File: config.mk
export PLATFORM = sky130hd
export DESIGN_NAME = spi_byte_slave
export DESIGN_NICKNAME = d
export VERILOG_FILES = /design/src/rtl/spi_byte_slave.sv
export SDC_FILE = /design/constraint.sdc
export NUM_CORES = 1
export LEC_CHECK = 0
export CAP_MARGIN = 20
export CORE_MARGIN = 2
export CORE_UTILIZATION = 50
export CTS_BUF_LIST = sky130_fd_sc_hd__clkbuf_8
export DETAILED_ROUTE_END_ITERATION = 10
export PLACE_DENSITY = 0.77
export RECOVER_POWER = 25
export SETUP_SLACK_MARGIN = 0.05
export SYNTH_ARGS = -nofsm -noshare
export SYNTH_HDL_FRONTEND = slang
export SYNTH_SLANG_ARGS = --single-unit
File: constraint.sdc
create_clock -name clk -period 1.52 [get_ports clk]
set_input_delay 0.304 -clock clk [delete_from_list [all_inputs] [get_ports clk]]
set_output_delay 0.304 -clock clk [all_outputs]
set_load 0.01 [all_outputs]
File: src/rtl/spi_byte_slave.sv
// SPI mode-0 byte slave: oversamples sclk/cs_n/mosi in the clk domain, deframes
// MOSI into bytes (one-cycle rx_valid pulses) and shifts tx_byte out on miso MSB first.
module spi_byte_slave #(
    parameter int SYNC_STAGES = 2,
    parameter int BYTE_WIDTH  = 8
) (
    input  logic                  clk,
    input  logic                  rst_n,
    input  logic                  sclk,
    input  logic                  cs_n,
    input  logic                  mosi,
    output logic                  miso,
    input  logic [BYTE_WIDTH-1:0] tx_byte,
    output logic                  rx_valid,
    output logic [BYTE_WIDTH-1:0] rx_byte,
    output logic                  busy
);

    localparam int CNT_W = $clog2(BYTE_WIDTH);
    localparam logic [CNT_W-1:0] LAST_BIT = CNT_W'(BYTE_WIDTH - 1);

    typedef enum logic {IDLE, ACTIVE} state_t;

    logic [SYNC_STAGES-1:0] sclk_sync_q, sclk_sync_d;
    logic [SYNC_STAGES-1:0] cs_sync_q, cs_sync_d;
    logic [SYNC_STAGES-1:0] mosi_sync_q, mosi_sync_d;
    logic [SYNC_STAGES-1:0] fill_q, fill_d;
    logic                   sclk_prev_q, sclk_prev_d;
    logic                   cs_prev_q, cs_prev_d;
    logic                   armed_q, armed_d;
    state_t                 state_q, state_d;
    logic [CNT_W-1:0]       bit_cnt_q, bit_cnt_d;
    logic [BYTE_WIDTH-1:0]  tx_shift_q, tx_shift_d;
    logic [BYTE_WIDTH-1:0]  rx_shift_q, rx_shift_d;
    logic [BYTE_WIDTH-1:0]  rx_byte_q, rx_byte_d;
    logic                   rx_valid_q, rx_valid_d;
    logic                   busy_q, busy_d;
    logic                   miso_q, miso_d;

    logic sclk_s, cs_s, mosi_s;
    logic sclk_rise, sclk_fall, cs_fall, cs_rise;

    always_comb begin
        sclk_s    = sclk_sync_q[SYNC_STAGES-1];
        cs_s      = cs_sync_q[SYNC_STAGES-1];
        mosi_s    = mosi_sync_q[SYNC_STAGES-1];
        sclk_rise = sclk_s & ~sclk_prev_q;
        sclk_fall = ~sclk_s & sclk_prev_q;
        // The cs_n chain resets high; only trust a falling edge once a real
        // high has been seen after reset, so a frame in progress is not re-entered.
        cs_fall   = armed_q & cs_prev_q & ~cs_s;
        cs_rise   = cs_s & ~cs_prev_q;

        sclk_sync_d = {sclk_sync_q[SYNC_STAGES-2:0], sclk};
        cs_sync_d   = {cs_sync_q[SYNC_STAGES-2:0], cs_n};
        mosi_sync_d = {mosi_sync_q[SYNC_STAGES-2:0], mosi};
        fill_d      = {fill_q[SYNC_STAGES-2:0], 1'b1};
        sclk_prev_d = sclk_s;
        cs_prev_d   = cs_s;
        armed_d     = armed_q | (fill_q[SYNC_STAGES-1] & cs_s);

        state_d    = state_q;
        bit_cnt_d  = bit_cnt_q;
        tx_shift_d = tx_shift_q;
        rx_shift_d = rx_shift_q;
        rx_byte_d  = rx_byte_q;
        rx_valid_d = 1'b0;
        busy_d     = busy_q;

        case (state_q)
            IDLE: begin
                bit_cnt_d = '0;
                if (cs_fall) begin
                    state_d    = ACTIVE;
                    tx_shift_d = tx_byte;
                    busy_d     = 1'b1;
                end
            end
            ACTIVE: begin
                if (cs_rise) begin
                    state_d   = IDLE;
                    bit_cnt_d = '0;
                    busy_d    = 1'b0;
                end else if (sclk_rise) begin
                    rx_shift_d = {rx_shift_q[BYTE_WIDTH-2:0], mosi_s};
                    if (bit_cnt_q == LAST_BIT) begin
                        rx_byte_d  = {rx_shift_q[BYTE_WIDTH-2:0], mosi_s};
                        rx_valid_d = 1'b1;
                        bit_cnt_d  = '0;
                    end else begin
                        bit_cnt_d = bit_cnt_q + 1'b1;
                    end
                end else if (sclk_fall) begin
                    // bit_cnt==0 on a falling edge means a byte just completed.
                    if (bit_cnt_q != '0) begin
                        tx_shift_d = {tx_shift_q[BYTE_WIDTH-2:0], 1'b0};
                    end else begin
                        tx_shift_d = tx_byte;
                    end
                end
            end
            default: state_d = IDLE;
        endcase

        miso_d = (state_d == ACTIVE) ? tx_shift_d[BYTE_WIDTH-1] : 1'b0;
    end

    always_ff @(posedge clk or negedge rst_n) begin
        if (!rst_n) begin
            sclk_sync_q <= '0;
            cs_sync_q   <= '1;
            mosi_sync_q <= '0;
            fill_q      <= '0;
            sclk_prev_q <= 1'b0;
            cs_prev_q   <= 1'b1;
            armed_q     <= 1'b0;
            state_q     <= IDLE;
            bit_cnt_q   <= '0;
            tx_shift_q  <= '0;
            rx_shift_q  <= '0;
            rx_byte_q   <= '0;
            rx_valid_q  <= 1'b0;
            busy_q      <= 1'b0;
            miso_q      <= 1'b0;
        end else begin
            sclk_sync_q <= sclk_sync_d;
            cs_sync_q   <= cs_sync_d;
            mosi_sync_q <= mosi_sync_d;
            fill_q      <= fill_d;
            sclk_prev_q <= sclk_prev_d;
            cs_prev_q   <= cs_prev_d;
            armed_q     <= armed_d;
            state_q     <= state_d;
            bit_cnt_q   <= bit_cnt_d;
            tx_shift_q  <= tx_shift_d;
            rx_shift_q  <= rx_shift_d;
            rx_byte_q   <= rx_byte_d;
            rx_valid_q  <= rx_valid_d;
            busy_q      <= busy_d;
            miso_q      <= miso_d;
        end
    end

    assign miso     = miso_q;
    assign rx_valid = rx_valid_q;
    assign rx_byte  = rx_byte_q;
    assign busy     = busy_q;

endmodule

# After elaboration in Yosys (flattened, before gate mapping)

Cells that the tools add are included.

Reduce and logical (&&, ||, !) cells: 5
Multiplexer cells: 21
Add/sub/neg operators: 1
Bitwise operators: 13
Equality and inequality tests: 7

Operators with widths:

| operator                                                                 | number |
|---|---|
| 8-bit two-way mux                                                        | 5 |
| 8-bit one-hot mux with 2 select lines                                    | 1 |
| 1-bit two-way mux                                                        | 9 |
| 3-bit two-way mux                                                        | 3 |
| 4-bit AND reduction                                                      | 2 |
| 1-bit AND                                                                | 6 |
| 2-bit inequality test (second input constant)                            | 3 |
| 1-bit inverter                                                           | 6 |
| 3-bit one-hot mux with 2 select lines                                    | 1 |
| 2-bit by 1-bit inequality test with 1-bit output (second input constant) | 2 |
| 1-bit one-hot mux with 2 select lines                                    | 2 |
| 3-bit by 1-bit adder with 3-bit output (second input constant)           | 1 |
| 3-bit == test (second input constant)                                    | 1 |
| 3-bit by 1-bit inequality test with 1-bit output (second input constant) | 1 |
| 3-bit AND reduction                                                      | 1 |
| 3-bit nonzero test                                                       | 1 |
| 2-bit AND reduction                                                      | 1 |
| 1-bit OR                                                                 | 1 |

Flip-flop bits (word level): 41
Output and inout bits: 11
Bits of input ports: 13

# Longest topological paths before layout

Word-level depth: 7
Depth in mapped cells: 6

# Worst setup path before layout

Ideal clock, no wire load.

Path type: register -> register
From: register bit_cnt_q[0]
To: register miso_q, in the netlist miso
Stages on the path, launching flop included: 7
Required time: 1.401 ns
Period minus slack after synthesis: 1.499 ns
Arrival time: 1.380 ns
Path slack: 0.021 ns
Path through: dfrtp_1 inv_1 ha_1 nor2b_1 mux2i_1 o221ai_1 and2_1

Word-level cells in the longest chain between the ends: 7

Ends and longest elaborated chain:

| what                                  | line | source |
|---|---|---|
| start, declared                       | 32   | `logic [CNT_W-1:0] bit_cnt_q, bit_cnt_d;` |
| start signal, assigned                | 134  | `bit_cnt_q <= bit_cnt_d;` |
| 3-bit nonzero test                    | 95   | `if (bit_cnt_q != '0) begin` |
| 8-bit two-way mux                     | 95   |  |
| 8-bit two-way mux                     | 93   | `end else if (sclk_fall) begin` |
| 8-bit two-way mux                     | 84   | `end else if (sclk_rise) begin` |
| 8-bit two-way mux                     | 80   | `if (cs_rise) begin` |
| 8-bit one-hot mux with 2 select lines | 70   | `case (state_q)` |
| via tx_shift_d[7]                     | 33   | `logic [BYTE_WIDTH-1:0] tx_shift_q, tx_shift_d;` |
| 1-bit two-way mux                     | 105  | `miso_d = (state_d == ACTIVE) ? tx_shift_d[BYTE_WIDTH-1] : 1'b0;` |
| via miso_d                            | 38   | `logic miso_q, miso_d;` |
| end signal, assigned                  | 140  | `miso_q <= miso_d;` |
| end, declared                         | 38   |  |

The timed path passes the listed nets, and every way through them passes these cells. The select of a mux whose other input is x is not followed.
A chain may end at the register's enable or synchronous reset.

# Worst setup path after layout

From: register cs_sync_q[1]
To: register tx_shift_q[1]

Word-level cells in the longest chain between the ends: 4

Ends and longest elaborated chain:

| what                            | line | source |
|---|---|---|
| start, declared                 | 25   | `logic [SYNC_STAGES-1:0] cs_sync_q, cs_sync_d;` |
| start signal, assigned          | 127  | `cs_sync_q <= cs_sync_d;` |
| 1-bit inverter                  | 51   | `cs_fall = armed_q & cs_prev_q & ~cs_s;` |
| 1-bit AND                       | 51   |  |
| 2-bit inequality test (no line) | n/a  |  |
| 4-bit AND reduction (no line) * | n/a  |  |
| end signal, assigned            | 135  | `tx_shift_q <= tx_shift_d;` |
| end, declared                   | 33   |  |

Mark *: on every way between the ends. The rest lies on a longest branch, timed or not.

==> flow_results.xml <==
<?xml version="1.0" encoding="UTF-8"?>
<metrics>
  <group name="place">
    <metric name="post-place-cells" unit="">187</metric>
    <metric name="io_buffer_count" unit="">23</metric>
    <metric name="final_estimated_routing_congestion_in_global_placement" unit="">0.741</metric>
    <metric name="hpwlAfterDp" unit="mm">1.96</metric>
    <metric name="placed_area" unit="um2">1980</metric>
    <metric name="preCtsSetupSlack" unit="ns">-0.0823</metric>
  </group>
  <group name="hold_path">
    <metric name="hold_start" unit="">sclk_sync_q[0]</metric>
    <metric name="hold_path_class" unit="">reg2reg</metric>
  </group>
  <group name="floorplanning">
    <metric name="floorplan.die.height" unit="um">61.3</metric>
    <metric name="floorplan.io_pins" unit="">24</metric>
    <metric name="core" unit="um2">3100</metric>
    <metric name="floorplan.die_area" unit="um2">3760</metric>
    <metric name="die_x" unit="um">61.3</metric>
    <metric name="starting_density" unit="%">53.0</metric>
    <metric name="row_count" unit="">20</metric>
  </group>
  <group name="detailed_routing">
    <metric name="drc_errors" unit="">0</metric>
    <metric name="routed_wire_length_per_instance" unit="um">13.4</metric>
    <metric name="first_iter_violations" unit="">25</metric>
    <metric name="via_count" unit="">999</metric>
    <metric name="drt-total-wl" unit="mm">2.65</metric>
    <metric name="vias_per_cell" unit="">5.07</metric>
    <metric name="drt_first_pass_iters" unit="">4</metric>
    <metric name="route.antenna.remaining_nets" unit="">0</metric>
  </group>
  <group name="sta">
    <metric name="post-route-min-period" unit="ns">1.59</metric>
    <metric name="max_freq" unit="MHz">630</metric>
    <metric name="final.period_utilization" unit="%">104</metric>
    <metric name="fin_ws" unit="ns">-0.0676</metric>
    <metric name="final-setup-viol-count" unit="">6</metric>
    <metric name="setup_repair_after_global_routing_missed_its_margin" unit="">yes</metric>
    <metric name="slew_viol_final" unit="">0</metric>
    <metric name="hold_viol_final" unit="">0</metric>
    <metric name="finalClockSkew" unit="ns">0.00218</metric>
    <metric name="setup_tns" unit="ns">-0.105</metric>
  </group>
  <group name="yosys">
    <metric name="synth-compound-area-share" unit="%">10.0</metric>
    <metric name="primary_ff_master_synth" unit="">dfrtp_1</metric>
    <metric name="synth_seq_area_share" unit="%">62.6</metric>
    <metric name="synth_top_area_cells" unit="">dfrtp_1, mux2_2, dfstp_2</metric>
    <metric name="yosysTopAreaCell" unit="">dfrtp_1</metric>
    <metric name="synth_top_cells_by_count" unit="">dfrtp_1, mux2_2, nor2b_1</metric>
    <metric name="synth-seq-cells" unit="">41</metric>
    <metric name="yosys_warnings" unit="">0</metric>
    <metric name="netlist.area_leader.share" unit="%">57.8</metric>
    <metric name="muxShareOfSynthArea" unit="%">12.1</metric>
    <metric name="post_synth.cell_area_avg" unit="um2">14.1</metric>
    <metric name="synth-edff-count" unit="">0</metric>
    <metric name="synth_cells" unit="">117</metric>
    <metric name="synthesis.area" unit="um2">1640</metric>
    <metric name="synthMostInstantiatedCell" unit="">dfrtp_1</metric>
    <metric name="area_share_of_and_or_nand_nor_cells_after_synthesis" unit="%">10.3</metric>
    <metric name="synth_adder_area_share" unit="%">2.28</metric>
    <metric name="synth_cell_types" unit="">28</metric>
    <metric name="synth_top_family_by_area" unit="">multiplexers</metric>
    <metric name="synth_xor_area_share" unit="%">0</metric>
    <metric name="async_flop_share" unit="%">100</metric>
    <metric name="synthesis.nets" unit="">133</metric>
  </group>
  <group name="pwr">
    <metric name="power_density" unit="nW/um2">1200</metric>
    <metric name="power.ir.vdd_worst" unit="V">0.000776</metric>
    <metric name="leakage" unit="uW">0.00102</metric>
  </group>
  <group name="clocking">
    <metric name="clock_pin_slew_reported_for_the_worst_setup_and_hold_paths_after_clock_tree_synthesis" unit="ns">0.07</metric>
    <metric name="cts-htree-levels" unit="">2</metric>
    <metric name="clk_latency" unit="ns">0.28</metric>
    <metric name="post-cts-setup-buffer-count" unit="">0</metric>
    <metric name="cts_tree" unit="">done</metric>
    <metric name="total_cts_buffers" unit="">5</metric>
    <metric name="cts.sinks" unit="">41</metric>
    <metric name="cts_root_buffer" unit="">clkbuf_8</metric>
    <metric name="cts_max_path_buffers" unit="">2</metric>
  </group>
  <group name="layout">
    <metric name="fin_area" unit="um2">2150</metric>
    <metric name="finish.utilization" unit="%">69.4</metric>
    <metric name="nNetsFinal" unit="">168</metric>
    <metric name="diodes" unit="">0</metric>
    <metric name="ff_latch_area" unit="um2">1030</metric>
    <metric name="final_layout_size_suffix_gt1_share" unit="%">29.4</metric>
    <metric name="layout-area-overhead-vs-synth" unit="%">30.9</metric>
    <metric name="final-instance-count-excl-fill" unit="">197</metric>
    <metric name="fillCellCount" unit="">229</metric>
    <metric name="multiInputGateArea" unit="um2">636</metric>
  </group>
  <group name="grt">
    <metric name="first_global_vias" unit="">967</metric>
    <metric name="grt_remaining_overflow" unit="">0</metric>
    <metric name="largest_net_degree_at_the_start_of_global_routing" unit="">25</metric>
    <metric name="first_pass_grt_wire_length" unit="mm">4.27</metric>
    <metric name="grt_usage" unit="%">16.5</metric>
    <metric name="antenna_found_initial" unit="">0</metric>
  </group>
  <group name="outcome">
    <metric name="failed_checks" unit="">setup timing</metric>
    <metric name="outcome" unit="">finished with violations</metric>
  </group>
  <group name="setup_path">
    <metric name="critical_path.endpoint_type" unit="">flip-flop</metric>
    <metric name="worst_path_dominant_cell_family" unit="">flip-flops</metric>
    <metric name="startpoint_type" unit="">flip-flop</metric>
    <metric name="criticalPathCategory" unit="">reg2reg</metric>
    <metric name="crit_chain" unit="">and4bb_1 &gt; a41oi_4 &gt; nor2b_1 &gt; a221o_1</metric>
    <metric name="setup_slack_of_the_worst_register_to_register_path" unit="ns">-0.07</metric>
    <metric name="critical_path.reg2reg.startpoint" unit="">cs_sync_q[1]</metric>
    <metric name="critical_path_arrival" unit="ns">1.76</metric>
    <metric name="cpMaxStageDelayCell" unit="">dfstp_2</metric>
    <metric name="crit_path_start" unit="">cs_sync_q[1]</metric>
    <metric name="critPathBufInv" unit="">0</metric>
    <metric name="cp_max_fo" unit="">7</metric>
    <metric name="timing.critical_path.required" unit="ns">1.69</metric>
    <metric name="cp_slowest_stage_delay" unit="ns">0.57</metric>
  </group>
  <group name="job">
    <metric name="timing.max_cap.violations" unit="">0</metric>
  </group>
</metrics>
report_power, final:
group / total (uW) / switching, uW / internal [uW]
clock: 888 / 354 / 533
combinational: 346 / 147 / 199
sequential: 1350 / 100 / 1250
total: 2590 / 601 / 1990
per-stage QoR:
| stage | hold slack, ns | total power [uW] |
|---|---|---|
| after floorplan | 0.00841 | 1570 |
| after global placement | 0.254 | 1690 |
| after detailed placement | 0.258 | 1720 |
| after CTS | 0.353 | 2610 |
| after global routing | 0.365 | 2710 |
| final | 0.351 | 2590 |
cell usage in the layout, fill, tap and decap left out:
master            n
nor2b_1           6
inv_1             4
a21oi_1           3
nand4_4           2
ha_4              1
clkbuf_8          6
a31oi_2           1
nor2b_4           1
inv_2             1
and2_1            1
bufinv_16         1
mux2i_1           3
ha_1              2
dfrtp_1          38
a31oi_1           1
buf_4             4
clkbuf_2          1
dfstp_2           3
nor2b_2           2
conb_1            1
o21ai_0           4
nand2b_4          1
a21o_1            2
nand3b_1          1
nor2_1            6
and4bb_1          1
nand2_1           4
buf_12            2
clkinvlp_4        1
a41oi_4           1
a221o_1           6
nor2_2            1
nand3_1           1
clkdlybuf4s50_1   9
dlygate4sd2_1    10
dlygate4sd3_1     4
o221ai_1          1
mux2_2           15
nand3_4           1
metal layers:
layer	GRT usage [%]	share of wire, %	up-vias
li1	-	-	487
met1	19.1	42	484
met2	26.4	51	22
met3	6.30	4.7	6
met4	9.12	1.8	0
met5	0	0	-
state kept, by name, indices dropped and copies added (netlist names), 2 cells and up:
| signal | cells |
|---|---|
| rx_shift_q | 7 |
| bit_cnt_q | 3 |
| cs_sync_q | 2 |
| sclk_sync_q | 2 |
| rx_byte | 8 |
| mosi_sync_q | 2 |
| fill_q | 2 |
| tx_shift_q | 8 |
worst paths after layout:
check | endpoint | cells after the start
setup / recovery | tx_shift_q[1] | 4
hold / removal | sclk_sync_q[1] | 0
setup reg to reg | tx_shift_q[1] | 4
hold reg to reg | sclk_sync_q[1] | 0
max in group asynchronous | cs_sync_q[1] | 3
min in group asynchronous | rx_byte[2] | 2
repair_timing:
item	4_1_cts	5_1_grt
endpoints found under the setup margin	32	18
pin swaps	2	3
hold buffers	1	0
gates resized for setup	15	4
gates cloned	1	0
endpoints found under the hold margin	17	0
layout make-up:
type,count,share of cell area (%)
Sequential cell,41,47.8
Clock inverter,2,1.74
Tap cell,44,2.56
Multi-Input combinational cell,69,29.5
Timing Repair Buffer,30,13.6
Clock buffer,6,3.84
Inverter,5,0.872
logic make-up (layout without fill, tap and decap cells):
logic type                 count (synthesis)  in the layout
buffers and inverters                      8             43
other                                      1              1
AOI/OAI and AO/OA                         19             19
DFF                                       41             41
adders and majority gates                  3              3
and+or+nand+nor                           27             28
muxes                                     18             18
(Power assumes the default switching activity.)
==> patch: new RTL, same flow settings <==
`rx_shift_q` no longer has a reset.
--- a/src/rtl/spi_byte_slave.sv
+++ b/src/rtl/spi_byte_slave.sv
@@ -119,3 +119,2 @@
             tx_shift_q  <= '0;
-            rx_shift_q  <= '0;
             rx_byte_q   <= '0;
@@ -135,3 +134,2 @@
             tx_shift_q  <= tx_shift_d;
-            rx_shift_q  <= rx_shift_d;
             rx_byte_q   <= rx_byte_d;
@@ -141,2 +139,6 @@
         end
+    end
+
+    always_ff @(posedge clk) begin
+        rx_shift_q <= rx_shift_d;
     end
Check against the original RTL: no difference found for any inputs over 10 cycles, from zero or initial values and one cycle with rst_n low; that may be too few to reach the edited logic, so the function may still have changed.
==> patch against the unedited design <==
The flow still finishes with violations (negative setup slack); sequential cell count unchanged; worst hold slack got worse by 0.0017 ns; design area down 5.1%; worst setup slack improved by 0.049 ns; power shrank 15%; routed wire length rose by 0.72%; core utilization fell by 1.9 points; synthesized area shrank 3.6%; global-route usage grew 0.67 points.
==> patch: results (changes against the unedited design) <==
stage	metric	value	unit	change
outcome	status	finished with violations		unchanged
outcome	failing checks	negative setup slack		unchanged
pwr	VDD IR-drop max	652	uV	was 776 uV
routing	total iterations of the first detailed-routing run	4		unchanged
synth	Synth Warn #	0		unchanged
cts	CTS Buf Count	5		unchanged
placement	dpl cells	184		was 187
critical_path	Arr. time, crit path	1.71	ns	was 1.76 ns
grt	vias in the first global route	1037		was 967
final_layout	Layout fillers	220		was 229
synth	Mapped Nets	125		was 133
grt	routing usage on met2	0.269		was 0.264
synth	top cells by area, synth	dfrtp_1 49%, edfxtp_1 13%, mux2_2 5.7%		was dfrtp_1 58%, mux2_2 10%, dfstp_2 4.8%
synth	number of synthesized flops with an enable pin	7		was 0
worst_hold_path	sink of the worst hold path	sclk_sync_q[1]		unchanged
worst_hold_path	worst hold-check path type	flip-flop to flip-flop		unchanged
synth	Post-synth ARST share	0.829		was 1.00
cts	Worst-path clk slew	0.08	ns	
synth	cell count after synthesis	109		was 117
routing	total number of vias	1000		was 999
placement	detailed placement HPWL	1.82	mm	was 1.96 mm
timing	Setup Viol. Count Final	4		was 6
cts	post-CTS sizing	13		was 15
final_layout	layout cells sized above 1	0.260		was 0.294
critical_path	worst-path fanout max	7		unchanged
synth	top cells by count, synth	31 x dfrtp_1, 8 x mux2_2, 8 x nand2_1		was 38 x dfrtp_1, 15 x mux2_2, 9 x nor2b_1
grt	number of antenna violations at the first check in global routing	0		unchanged
timing	Final WS setup	-0.0189	ns	was -0.0676 ns
placement	IO buf count	23		unchanged
critical_path	R2R Path End	tx_shift_q[4]		was tx_shift_q[1]
grt	largest net degree at the start of global routing	25		unchanged
critical_path	Worst Reg-to-Reg Cells	6		was 4
cts	Skew-Pair Late Insertion Delay	0.29	ns	
worst_hold_path	hold depth	0		unchanged
timing	skew final	0.00660	ns	was 0.00218 ns
critical_path	worst flop-to-flop path startpoint	bit_cnt_q[1]		was cs_sync_q[1]
synth	count of cell types in the netlist	31		was 28
final_layout	Inserted Diodes	0		unchanged
final_layout	final net count	165		was 168
routing	drt wl/cell	13.7	um	was 13.4 um
synth	sequential fraction of the synthesis area	0.672		was 0.626
grt	met3 Usage GRT	0.0455		was 0.0630
grt	first-pass GRT wire length	4.42	mm	was 4.27 mm
grt	GRT Total Usage	0.172		was 0.165
routing	1st-iter DRT viols	29		was 25
cts	clock buffer depth	2		unchanged
worst_hold_path	hold path startpoint	sclk_sync_q[0]		unchanged
grt	Global Route met1 Usage	0.212		was 0.191
placement	Post-Place Setup Slack	-0.0714	ns	was -0.0823 ns
cts	H-tree levels	2		unchanged
placement	Placer Congestion	0.686		was 0.741
cts	post-CTS setup repair buffer count	0		unchanged
final_layout	final std cells w/o fill	194		was 197
pwr	Leak Pwr	0.972	nW	was 1.02 nW
-- patch: cell count changes after synthesis, sizes merged, moves of 2 or more --
| cell | before | now |
|---|---|---|
| dfrtp | 38 | 31 |
| edfxtp | 0 | 7 |
| mux2 | 15 | 8 |
| nand2 | 4 | 8 |
| nor2 | 7 | 3 |
| and2b | 0 | 2 |
| buf | 3 | 1 |
| nor2b | 9 | 7 |
-- patch: how the worst max path moves through the flow --
| stage | start | endpoint | slack (ns) | depth (start not counted) |
|---|---|---|---|---|
| 2_1_floorplan | bit_cnt_q[0] | tx_shift_q[1] | 0.04 | 6 |
| 3_3_place_gp | bit_cnt_q[0] | tx_shift_q[3] | -0.01 | 6 |
| 3_5_place_dp | bit_cnt_q[0] | tx_shift_q[4] | -0.07 | 6 |
| 4_1_cts | bit_cnt_q[0] | tx_shift_q[4] | -0.03 | 6 |
| 5_1_grt | bit_cnt_q[1] | tx_shift_q[4] | -0.09 | 6 |
| 6_report | bit_cnt_q[1] | tx_shift_q[4] | -0.02 | 6 |
-- patch: per-layer routing --
metal / routed length [um] / share of wire
met3: 88 / 0.033
met1: 1220 / 0.46
met5: 0 / 0
met4: 48 / 0.018
met2: 1300 / 0.49
-- patch: kinds of logic after synthesis --
kind of cell | share of synthesized area
AOI/OAI and AO/OA | 0.108
and+or+nand+nor | 0.110
adders and majority gates | 0.0237
muxes | 0.0695
buffers and inverters | 0.0150
other | 0.00237
DFF | 0.672
-- patch: critical path, stage by stage (launching register included) --
cell and delay (ns):
dfrtp_1 0.38, inv_1 0.06, ha_2 0.17, and2b_2 0.22
a41oi_4 0.23, nor2b_1 0.09, a221o_1 0.27
-- patch: cell type report --
class / instances / area share
tap: 44 / 0.0270
multi-input combinational: 62 / 0.248
clock buffer: 5 / 0.0337
inverter: 5 / 0.00919
clock inverter: 3 / 0.00674
sequential: 41 / 0.521
timing repair buffer: 34 / 0.154
-- patch: stage by stage --
stage | hold slack [ns] | TNS (ns) | total power [mW] | util | cell area, um2
after floorplan | 0.00841 | 0 | 1.42 | - | 1590
after global placement | 0.333 | -0.0143 | 1.53 | 0.640 | 1940
after detailed placement | 0.335 | -0.617 | 1.55 | 0.640 | 1940
after CTS | 0.323 | -0.0795 | 2.22 | 0.669 | 2030
after global routing | 0.359 | -0.573 | 2.30 | 0.674 | 2040
final | 0.349 | -0.0429 | 2.19 | 0.674 | 2040
-- patch: report_power, final --
| group | internal (mW) | total, mW | switching [mW] | leakage, nW |
|---|---|---|---|---|
| Combinational | 0.141 | 0.262 | 0.121 | 0.436 |
| Sequential | 1.21 | 1.27 | 0.0522 | 0.487 |
| Clock | 0.311 | 0.664 | 0.353 | 0.0491 |
